$ cat config.mk
export PLATFORM = sky130hd
export DESIGN_NAME = apv_event_arbiter
export DESIGN_NICKNAME = d
export VERILOG_FILES = /design/src/rtl/apv_event_arbiter.sv
export SDC_FILE = /design/constraint.sdc
export NUM_CORES = 1
export LEC_CHECK = 0
export BUFFER_PORTS_ARGS = -buffer_cell sky130_fd_sc_hd__buf_2
export CAP_MARGIN = 40
export CORE_UTILIZATION = 34
export CTS_CLUSTER_DIAMETER = 40
export DETAILED_ROUTE_END_ITERATION = 8
export PLACE_DENSITY = 0.7
export REMOVE_ABC_BUFFERS = 1
export SYNTH_ARGS = -nofsm -noshare
export SYNTH_HDL_FRONTEND = slang
export SYNTH_SLANG_ARGS = --single-unit
$ cat constraint.sdc
create_clock -name CLK -period 13 [get_ports CLK]
set_clock_uncertainty 0.1 [all_clocks]
set_input_delay 3.9 -clock CLK [delete_from_list [all_inputs] [get_ports CLK]]
set_output_delay 3.9 -clock CLK [all_outputs]
set_load 0.005 [all_outputs]
$ cat src/rtl/apv_event_arbiter.sv
// apv_event_arbiter: waits until every enabled APV channel FIFO holds a complete
// event, then drains the channels in ascending order onto one tagged
// valid/ready stream through a 2-entry skid buffer.
module apv_event_arbiter #(
  parameter int unsigned N_CH        = 16,
  parameter int unsigned FRAME_WORDS = 130,
  parameter int unsigned TIMEOUT_CYC = 65535
) (
  input  logic                CLK,
  input  logic                RST,
  input  logic                ENABLE,
  input  logic [N_CH-1:0]     CH_ENABLE,
  input  logic [4:0]          SAMPLE_PER_EVENT,
  input  logic [N_CH*12-1:0]  CH_USED_WORDS,
  input  logic [N_CH-1:0]     CH_FIFO_EMPTY,
  input  logic [N_CH*13-1:0]  CH_FIFO_DATA,
  output logic [N_CH-1:0]     CH_FIFO_RD,
  output logic [16:0]         OUT_DATA,
  output logic                OUT_VALID,
  input  logic                OUT_READY,
  output logic                OUT_LAST,
  output logic                BUSY,
  output logic                EVENT_DONE,
  output logic [15:0]         EVENT_COUNT,
  output logic                TIMEOUT_ERR
);

  localparam int unsigned   CW     = (N_CH > 1) ? $clog2(N_CH) : 1;
  localparam int unsigned   TW     = (TIMEOUT_CYC > 1) ? $clog2(TIMEOUT_CYC + 1) : 1;
  localparam logic [TW-1:0] TO_MAX = TW'(TIMEOUT_CYC);

  typedef enum logic [2:0] {S_IDLE, S_WAIT, S_READ, S_NEXT, S_DRAIN} state_t;

  state_t              state_q, state_d;
  logic [N_CH-1:0]     active_q, active_d;
  logic [11:0]         req_q, req_d;
  logic [CW-1:0]       cur_q, cur_d;
  logic [11:0]         rem_q, rem_d;
  logic [TW-1:0]       to_cnt_q, to_cnt_d;
  logic                to_err_q, to_err_d;
  logic                busy_q, busy_d;
  logic                done_q, done_d;
  logic [15:0]         event_count_q, event_count_d;
  logic                inf_q, inf_d;
  logic [CW-1:0]       inf_ch_q, inf_ch_d;
  logic                inf_last_q, inf_last_d;
  logic [1:0][16:0]    sk_data_q, sk_data_d;
  logic [1:0]          sk_last_q, sk_last_d;
  logic                sk_wr_q, sk_wr_d;
  logic                sk_rd_q, sk_rd_d;
  logic [1:0]          sk_occ_q, sk_occ_d;

  logic [N_CH-1:0]       ch_ready;
  logic [N_CH-1:0][12:0] ch_data;
  logic [4:0]            spe_eff;
  logic [11:0]           req_calc;
  logic                  all_ready, any_ready;
  logic [CW-1:0]         lowest, highest, next_ch;
  logic                  low_found, next_found;
  logic                  rd_go, pop;

  // Per-channel readiness, channel ordering and read-issue qualification.
  always_comb begin
    spe_eff  = (SAMPLE_PER_EVENT == 5'd0) ? 5'd1 : SAMPLE_PER_EVENT;
    req_calc = 12'(32'(spe_eff) * FRAME_WORDS);
    ch_ready = '0;
    ch_data  = '0;
    lowest     = '0;
    highest    = '0;
    next_ch    = '0;
    low_found  = 1'b0;
    next_found = 1'b0;
    for (int unsigned c = 0; c < N_CH; c++) begin
      ch_ready[c] = (CH_USED_WORDS[12*c +: 12] >= req_q);
      ch_data[c]  = CH_FIFO_DATA[13*c +: 13];
      if (active_q[c]) begin
        if (!low_found) begin
          lowest    = CW'(c);
          low_found = 1'b1;
        end
        highest = CW'(c);
        if (!next_found && (c > 32'(cur_q))) begin
          next_ch    = CW'(c);
          next_found = 1'b1;
        end
      end
    end
    all_ready = &(ch_ready | ~active_q);
    any_ready = |(ch_ready & active_q);
    // Budget counts buffered words plus the read whose data is still in flight.
    rd_go = (state_q == S_READ) && !CH_FIFO_EMPTY[cur_q] && (rem_q != 12'd0) &&
            (({1'b0, sk_occ_q} + {2'b00, inf_q}) < 3'd2);
    pop   = (sk_occ_q != 2'd0) && OUT_READY;
  end

  // Next-state for the sequencing FSM, timeout monitor and skid buffer.
  always_comb begin
    state_d       = state_q;
    active_d      = active_q;
    req_d         = req_q;
    cur_d         = cur_q;
    rem_d         = rem_q;
    to_cnt_d      = '0;
    to_err_d      = to_err_q;
    busy_d        = busy_q;
    done_d        = 1'b0;
    event_count_d = event_count_q;
    inf_d         = rd_go;
    inf_ch_d      = cur_q;
    inf_last_d    = rd_go && (rem_q == 12'd1) && (cur_q == highest);
    sk_data_d     = sk_data_q;
    sk_last_d     = sk_last_q;
    sk_wr_d       = sk_wr_q;
    sk_rd_d       = sk_rd_q;
    sk_occ_d      = sk_occ_q;

    unique case (state_q)
      S_IDLE: begin
        busy_d = 1'b0;
        if (ENABLE && (|CH_ENABLE)) begin
          active_d = CH_ENABLE;
          req_d    = req_calc;
          state_d  = S_WAIT;
        end
      end
      S_WAIT: begin
        if (!ENABLE) begin
          state_d = S_IDLE;
        end else if (all_ready) begin
          busy_d  = 1'b1;
          cur_d   = lowest;
          rem_d   = req_q;
          state_d = S_READ;
        end else if (any_ready) begin
          if (to_cnt_q == TO_MAX) begin
            to_err_d = 1'b1;
            to_cnt_d = to_cnt_q;
          end else begin
            to_cnt_d = to_cnt_q + TW'(1);
          end
        end
      end
      S_READ: begin
        if (rd_go) begin
          rem_d = rem_q - 12'd1;
          if (rem_q == 12'd1) state_d = S_NEXT;
        end
      end
      S_NEXT: begin
        if (next_found) begin
          cur_d   = next_ch;
          rem_d   = req_q;
          state_d = S_READ;
        end else begin
          state_d = S_DRAIN;
        end
      end
      S_DRAIN: begin
        if ((sk_occ_q == 2'd0) && !inf_q) begin
          done_d        = 1'b1;
          event_count_d = event_count_q + 16'd1;
          busy_d        = 1'b0;
          state_d       = ENABLE ? S_WAIT : S_IDLE;
        end
      end
      default: state_d = S_IDLE;
    endcase

    if (!ENABLE) to_err_d = 1'b0;

    if (pop) sk_rd_d = ~sk_rd_q;
    if (inf_q) begin
      sk_data_d[sk_wr_q] = {4'(inf_ch_q), ch_data[inf_ch_q]};
      sk_last_d[sk_wr_q] = inf_last_q;
      sk_wr_d            = ~sk_wr_q;
    end
    unique case ({inf_q, pop})
      2'b10:   sk_occ_d = sk_occ_q + 2'd1;
      2'b01:   sk_occ_d = sk_occ_q - 2'd1;
      default: sk_occ_d = sk_occ_q;
    endcase
  end

  // State registers; reset discards the skid buffer and any in-flight read.
  always_ff @(posedge CLK or posedge RST) begin
    if (RST) begin
      state_q       <= S_IDLE;
      active_q      <= '0;
      req_q         <= '0;
      cur_q         <= '0;
      rem_q         <= '0;
      to_cnt_q      <= '0;
      to_err_q      <= 1'b0;
      busy_q        <= 1'b0;
      done_q        <= 1'b0;
      event_count_q <= '0;
      inf_q         <= 1'b0;
      inf_ch_q      <= '0;
      inf_last_q    <= 1'b0;
      sk_data_q     <= '0;
      sk_last_q     <= '0;
      sk_wr_q       <= 1'b0;
      sk_rd_q       <= 1'b0;
      sk_occ_q      <= '0;
    end else begin
      state_q       <= state_d;
      active_q      <= active_d;
      req_q         <= req_d;
      cur_q         <= cur_d;
      rem_q         <= rem_d;
      to_cnt_q      <= to_cnt_d;
      to_err_q      <= to_err_d;
      busy_q        <= busy_d;
      done_q        <= done_d;
      event_count_q <= event_count_d;
      inf_q         <= inf_d;
      inf_ch_q      <= inf_ch_d;
      inf_last_q    <= inf_last_d;
      sk_data_q     <= sk_data_d;
      sk_last_q     <= sk_last_d;
      sk_wr_q       <= sk_wr_d;
      sk_rd_q       <= sk_rd_d;
      sk_occ_q      <= sk_occ_d;
    end
  end

  assign CH_FIFO_RD  = rd_go ? (N_CH'(1) << cur_q) : '0;
  assign OUT_VALID   = (sk_occ_q != 2'd0);
  assign OUT_DATA    = sk_data_q[sk_rd_q];
  assign OUT_LAST    = OUT_VALID && sk_last_q[sk_rd_q];
  assign BUSY        = busy_q;
  assign EVENT_DONE  = done_q;
  assign EVENT_COUNT = event_count_q;
  assign TIMEOUT_ERR = to_err_q;

endmodule
# Word-level counts from Yosys, hierarchy flattened

Cells that the tools add are included.

Flip-flop bits (word level): 127
Input bits: 441
Output and inout bits: 54
Logic and storage cells: 321

Add/subtract/negate cells: 6
Multipliers: 1
Magnitude comparators: 37
Equal/unequal tests: 22
Shifts and indexed selects: 1
Muxes and demuxes: 171
Bitwise operators: 5
Reduce and logical (&&, ||, !) cells: 59

Operators by type and width:

| kind                    | count |
|---|---|
| $mux W4                 | 73 |
| $ge A12 B12 Y1          | 16 |
| $mux W16                | 6 |
| $mux W1                 | 65 |
| $bmux W13 S4            | 1 |
| $mux W17                | 3 |
| $mux W12                | 4 |
| $pmux W12 S3            | 1 |
| $bwmux W34              | 1 |
| $add A16 B1 Y16 const B | 2 |
| $gt A4 B4 Y1 const A    | 8 |
| $reduce_or A16 Y1       | 2 |
| $logic_and A1 B1 Y1     | 24 |
| $mux W3                 | 7 |
| $demux W17 S1           | 1 |
| $and A16 B16 Y16        | 1 |
| $eq A16 B16 Y1 const B  | 1 |
| $gt A3 B4 Y1 const A    | 4 |
| $logic_not A1 Y1        | 16 |
| $not A16 Y16            | 1 |
| $or A16 B16 Y16         | 1 |
| $reduce_and A16 Y1      | 1 |
| $shl A1 B4 Y16 const A  | 1 |
| $pmux W3 S5             | 1 |
| other kinds (40)        | 61 |

# Depth between registers and ports, before layout

Word-level depth: 61
Depth in mapped cells: 13
Gate-level depth less buffers: 11

# Worst setup path after synthesis

Ideal clock, no wire load.

Kind: input to output
From: input port CH_FIFO_EMPTY[15]
To: output port CH_FIFO_RD[6]
Arrival: 5.690 ns
Data required time: 9.000 ns
Path slack: 3.310 ns
Stages: 6
Path buffers: 1
Cells stage by stage: mux4_2 > mux4_2 > a211oi_2 > buf_2 > nand3_1 > nor3b_1

Longest elaborated chain between the ends: 7

RTL lines:

| what                             | line | source |
|---|---|---|
| start, declared                  | 15   | `input logic [N_CH-1:0] CH_FIFO_EMPTY,` |
| $bmux W1 S4                      | 91   | `rd_go = (state_q == S_READ) && !CH_FIFO_EMPTY[cur_q] && (rem_q != 12'd0) &&` |
| $mux W1 (not written as such)    | 91   |  |
| $logic_not A1 Y1                 | 91   |  |
| $logic_and A1 B1 Y1 (3 in a row) | 91   |  |
| net inf_d                        | 44   | `logic inf_q, inf_d;` |
| $mux W16                         | 227  | `assign CH_FIFO_RD = rd_go ? (N_CH'(1) << cur_q) : '0;` |
| end, declared                    | 17   | `output logic [N_CH-1:0] CH_FIFO_RD,` |

The timed path passes the listed nets, and every way through them passes these cells. The select of a mux whose other input is x is not followed.

# Worst setup path after layout

From: input port CH_FIFO_EMPTY[15]
To: output port CH_FIFO_RD[9]

Longest elaborated chain between the ends: 7

RTL lines:

| what                             | line |
|---|---|
| $bmux W1 S4                      | 91 |
| $mux W1 (not written as such)    | 91 |
| $logic_not A1 Y1                 | 91 |
| $logic_and A1 B1 Y1 (3 in a row) | 91 |
| $mux W16                         | 227 |

Every way passes these cells. The select of a mux whose other input is x is not followed.

==> impl_table.tex <==
\begin{tabular}{lr}
\hline
Metric & Value \\
\hline
\multicolumn{2}{l}{\textbf{Timing}} \\
Slew at the pin closest to its max-slew limit & approximately 0.90 ns \\
Hold violation total from the final report & 0 \\
Total Neg Setup Slack & 0 ns \\
Relative slew margins & around two fifths \\
Min Clock Period, post-route & 10.41 ns \\
Final clock period utilization by the worst path & 80.1\% \\
Count of pins over their slew limit & 0 \\
F\_max & 96.1 MHz \\
Number of endpoints failing setup at the final stage & 0 \\
Unrepaired setup endpoints after global routing & no \\
\multicolumn{2}{l}{\textbf{Floorplanning}} \\
Site Rows & between 60 and 70 \\
Area of the core & 0.0349 sq mm \\
Starting density of the core & 34.9\% \\
Number of placed I/O pins & between 400 and 500 \\
Die area & 0.0366 sq mm \\
DIE HEIGHT & 191 um \\
Die W & 191 um \\
\multicolumn{2}{l}{\textbf{CTS}} \\
Post-CTS Hold Buffers & 0 \\
Cell at the root of the clock tree & clkbuf\_16 \\
Worst-Skew Late Latency & 0.42 ns \\
Clock tree from TritonCTS & done \\
CTS buffer count & 17 \\
Resize count post-CTS & 0 \\
H-tree depth reported by CTS & 4 \\
Setup repair bufs after CTS & 0 \\
CTS sink cnt & roughly 120 \\
Clk pin slew, worst setup/hold paths & roughly 0.06 ns \\
Maximum root-to-sink buffer count & 2 \\
\multicolumn{2}{l}{\textbf{GRT}} \\
Vias in the first global route & 12.5k \\
Total GRT Usage & 25.0\% \\
First-pass GRT wire length & around 69 mm \\
Number of antenna violations at the first check in global routing & 23 \\
Overall overflow remaining after global route & 0 \\
Largest net degree at the start of global routing & 64 \\
\multicolumn{2}{l}{\textbf{Layout}} \\
Utilization of the core after routing & 45.4\% \\
Net count, final & between 2k and 2.5k \\
Fraction of layout instances using a drive strength above 1 & 41.5\% \\
Area Overhead vs Synth & 30.1\% \\
\multicolumn{2}{l}{\textbf{Yosys}} \\
Gate count of the mapped netlist & 1,228 \\
Prevailing post-synth register cell & dfrtp\_1 \\
Number of enable flip-flop cells after synthesis & 0 \\
Sequential element share of the synthesized area & between 20\% and 30\% \\
Synth warnings & 0 \\
Count of unique library cells instantiated by Yosys & between 60 and 70 \\
Cell area after synthesis & 0.0122 sq mm \\
Mean post-synth cell area & 9.92 sq um \\
Synth Register Bits & 121 \\
Post-synth ARST share & 100\% \\
\multicolumn{2}{l}{\textbf{Job}} \\
Max cap viols & 0 \\
\multicolumn{2}{l}{\textbf{Route}} \\
DRT antenna net count & 0 \\
Initial DRC count & 508 \\
Vias & 12.2k \\
Detail-routed via count per cell & around 5.6 \\
Total detailed-routing wirelength & 46.5 mm \\
Pre-antenna DRT Iters & 5 \\
Residual DRC count & 0 \\
Routed wire per std cell & 21.2 um \\
\multicolumn{2}{l}{\textbf{Setup path}} \\
Arrival time reported for the critical path endpoint & approximately 6.4 ns \\
Endpoint required time on the critical path & about 9.0 ns \\
Ordered cell list for the critical path & buf\_2, mux4\_2, mux4\_2, a211oi\_2, inv\_1, or3\_1, nor2\_1, buf\_2 \\
Type of the setup path with the least slack & primary input to output pin \\
Longest individual stage delay on the worst path & 0.71 ns \\
Sort of element at the start of the critical path & primary input \\
Critical path buffers and inverters & 3 \\
Critical Path End Type & output pin \\
Biggest fanout along the worst timing path & 14 \\
Cell with the largest stage delay on the worst path & a211oi\_2 \\
Kind of cell adding the most delay to the critical path & multiplexers \\
\multicolumn{2}{l}{\textbf{Power and ir drop}} \\
Worst supply voltage drop on vdd & $\sim$0.00011 V \\
Clock network fraction of design power & roughly 18\% \\
Power density over the cells & 172 mW/mm\^{}2 \\
Part of the total power dissipated in combinational logic & 58.6\% \\
Power consumption & 2.72 mW \\
Sequential share of power & 23.9\% \\
Internal power summed over all cells & 1.54 mW \\
Net switching fraction of the power & 43.5\% \\
Leakage power & 7.67 nW \\
Switching power & 1.18 mW \\
\multicolumn{2}{l}{\textbf{Worst hold path}} \\
Class of the worst hold path & register to register \\
\multicolumn{2}{l}{\textbf{Run status}} \\
Status & complete, no violations \\
\multicolumn{2}{l}{\textbf{Place}} \\
Post-detailed-placement half-perimeter wirelength & 37.8 mm \\
Count of buffers from port buffering & 494 \\
Gp weighted congestion & slightly below 0.9 \\
\hline
\end{tabular}
cell usage after synthesis (all sizes together) (24+ instances only):
cell    count  area [sq um]
ha        165          2060
dfrtp     121          3030
nor2       81           304
mux2       80           901
nand2      75           282
a21oi      70           350
mux4       70          1580
o21ai      61           305
inv        46           173
nand3      39           195
clkbuf     31           116
a21o       28           210
nand4      26           163
nand2b     25           156
buf        24           135
worst reg2reg max path, stage by stage (launching register included):
cell,delay [ns]
dfrtp_1,0.41
inv_1,0.06
buf_4,0.42
ha_1,0.42
a211o_1,0.27
a221oi_1,0.44
a221oi_1,0.24
or4_1,0.56
nor4_1,0.37
nand4_1,0.23
nand2b_1,0.58
o21ai_0,0.16
power groups by stage:
stage | clock network, mW | logic, mW | registers, mW
after CTS | 0.486 | 1.59 | 0.650
after floorplan | 0 | 1.03 | 0.647
final | 0.475 | 1.59 | 0.651
after detailed placement | 0 | 1.58 | 0.657
after global routing | 0.502 | 1.76 | 0.672
after global placement | 0 | 1.47 | 0.690
layer usage:
| layer | global-route usage [%] | wire length, um | vias up |
|---|---|---|---|
| met2 | 47.2 | 24500 | 528 |
| met3 | 5.73 | 3330 | 81 |
| li1 | - | - | 5754 |
| met5 | 0 | 49 | - |
| met4 | 12.3 | 1700 | 8 |
| met1 | 25.6 | 16900 | 5878 |
cells by family after synthesis:
kind of cell | count (synthesis) | synth area share, %
compound gates | 291 | 15.8
xor+xnor | 34 | 2.44
fa+ha+maj | 165 | 16.9
buf+inv | 101 | 3.48
flops | 121 | 24.9
mux | 152 | 20.5
simple gates | 364 | 15.9
stage by stage:
stage          hold WS [ns]  std cells  setup slack [ns]  cell area, sq um
2_1_floorplan         0.363       1173              3.10             11900
3_3_place_gp          0.357       2132              2.65             15100
3_5_place_dp          0.362       2140              2.62             15200
4_1_cts               0.375       2172              2.61             15800
5_1_grt               0.392       2186              2.44             15800
6_report              0.376       2188              2.59             15900
registers in the layout, summed over array words and instances, names as in the netlist, 4 cells and up:
name,count
inf_ch_q,4
to_cnt_q,16
cur_q,4
req_q,5
rem_q,12
sk_data_q,34
active_q,16
EVENT_COUNT,16
worst paths after layout:
check                             startpoint               to  slack (ns)  depth (start not counted)
max in group asynchronous                RST      active_q[0]        7.97                          3
max                        CH_FIFO_EMPTY[15]    CH_FIFO_RD[9]        2.59                          8
min in group asynchronous                RST  EVENT_COUNT[15]        3.53                          2
min                          EVENT_COUNT[15]  EVENT_COUNT[15]        0.38                          1
max reg2reg                         req_q[5]      TIMEOUT_ERR        8.60                         11
min reg2reg                  EVENT_COUNT[15]  EVENT_COUNT[15]        0.38                          1
cell usage in the layout (no fill, tap or decap), drive strengths merged, types with 16 or more instances in the layout:
cell / count
nand2b: 25
nor3: 17
nand3: 39
mux2: 80
inv: 52
nor2: 81
diode: 16
buf: 512
nand4: 26
xor2: 17
nor2b: 19
clkbuf: 18
ha: 165
a21o: 28
o21ai: 61
dfrtp: 121
nand2: 75
a21oi: 70
mux4: 70
xnor2: 17
a211oi: 19
cell type report:
class	count	area, sq um
Inverter	46	175
Tap cell	455	569
Clock inverter	14	161
Multi-Input combinational cell	1006	8730
Clock buffer	18	429
Fill cell	3361	19000
Antenna cell	16	40.0
Timing Repair Buffer	512	2710
Sequential cell	121	3030
Note: power is estimated with default switching activity, not from simulation.
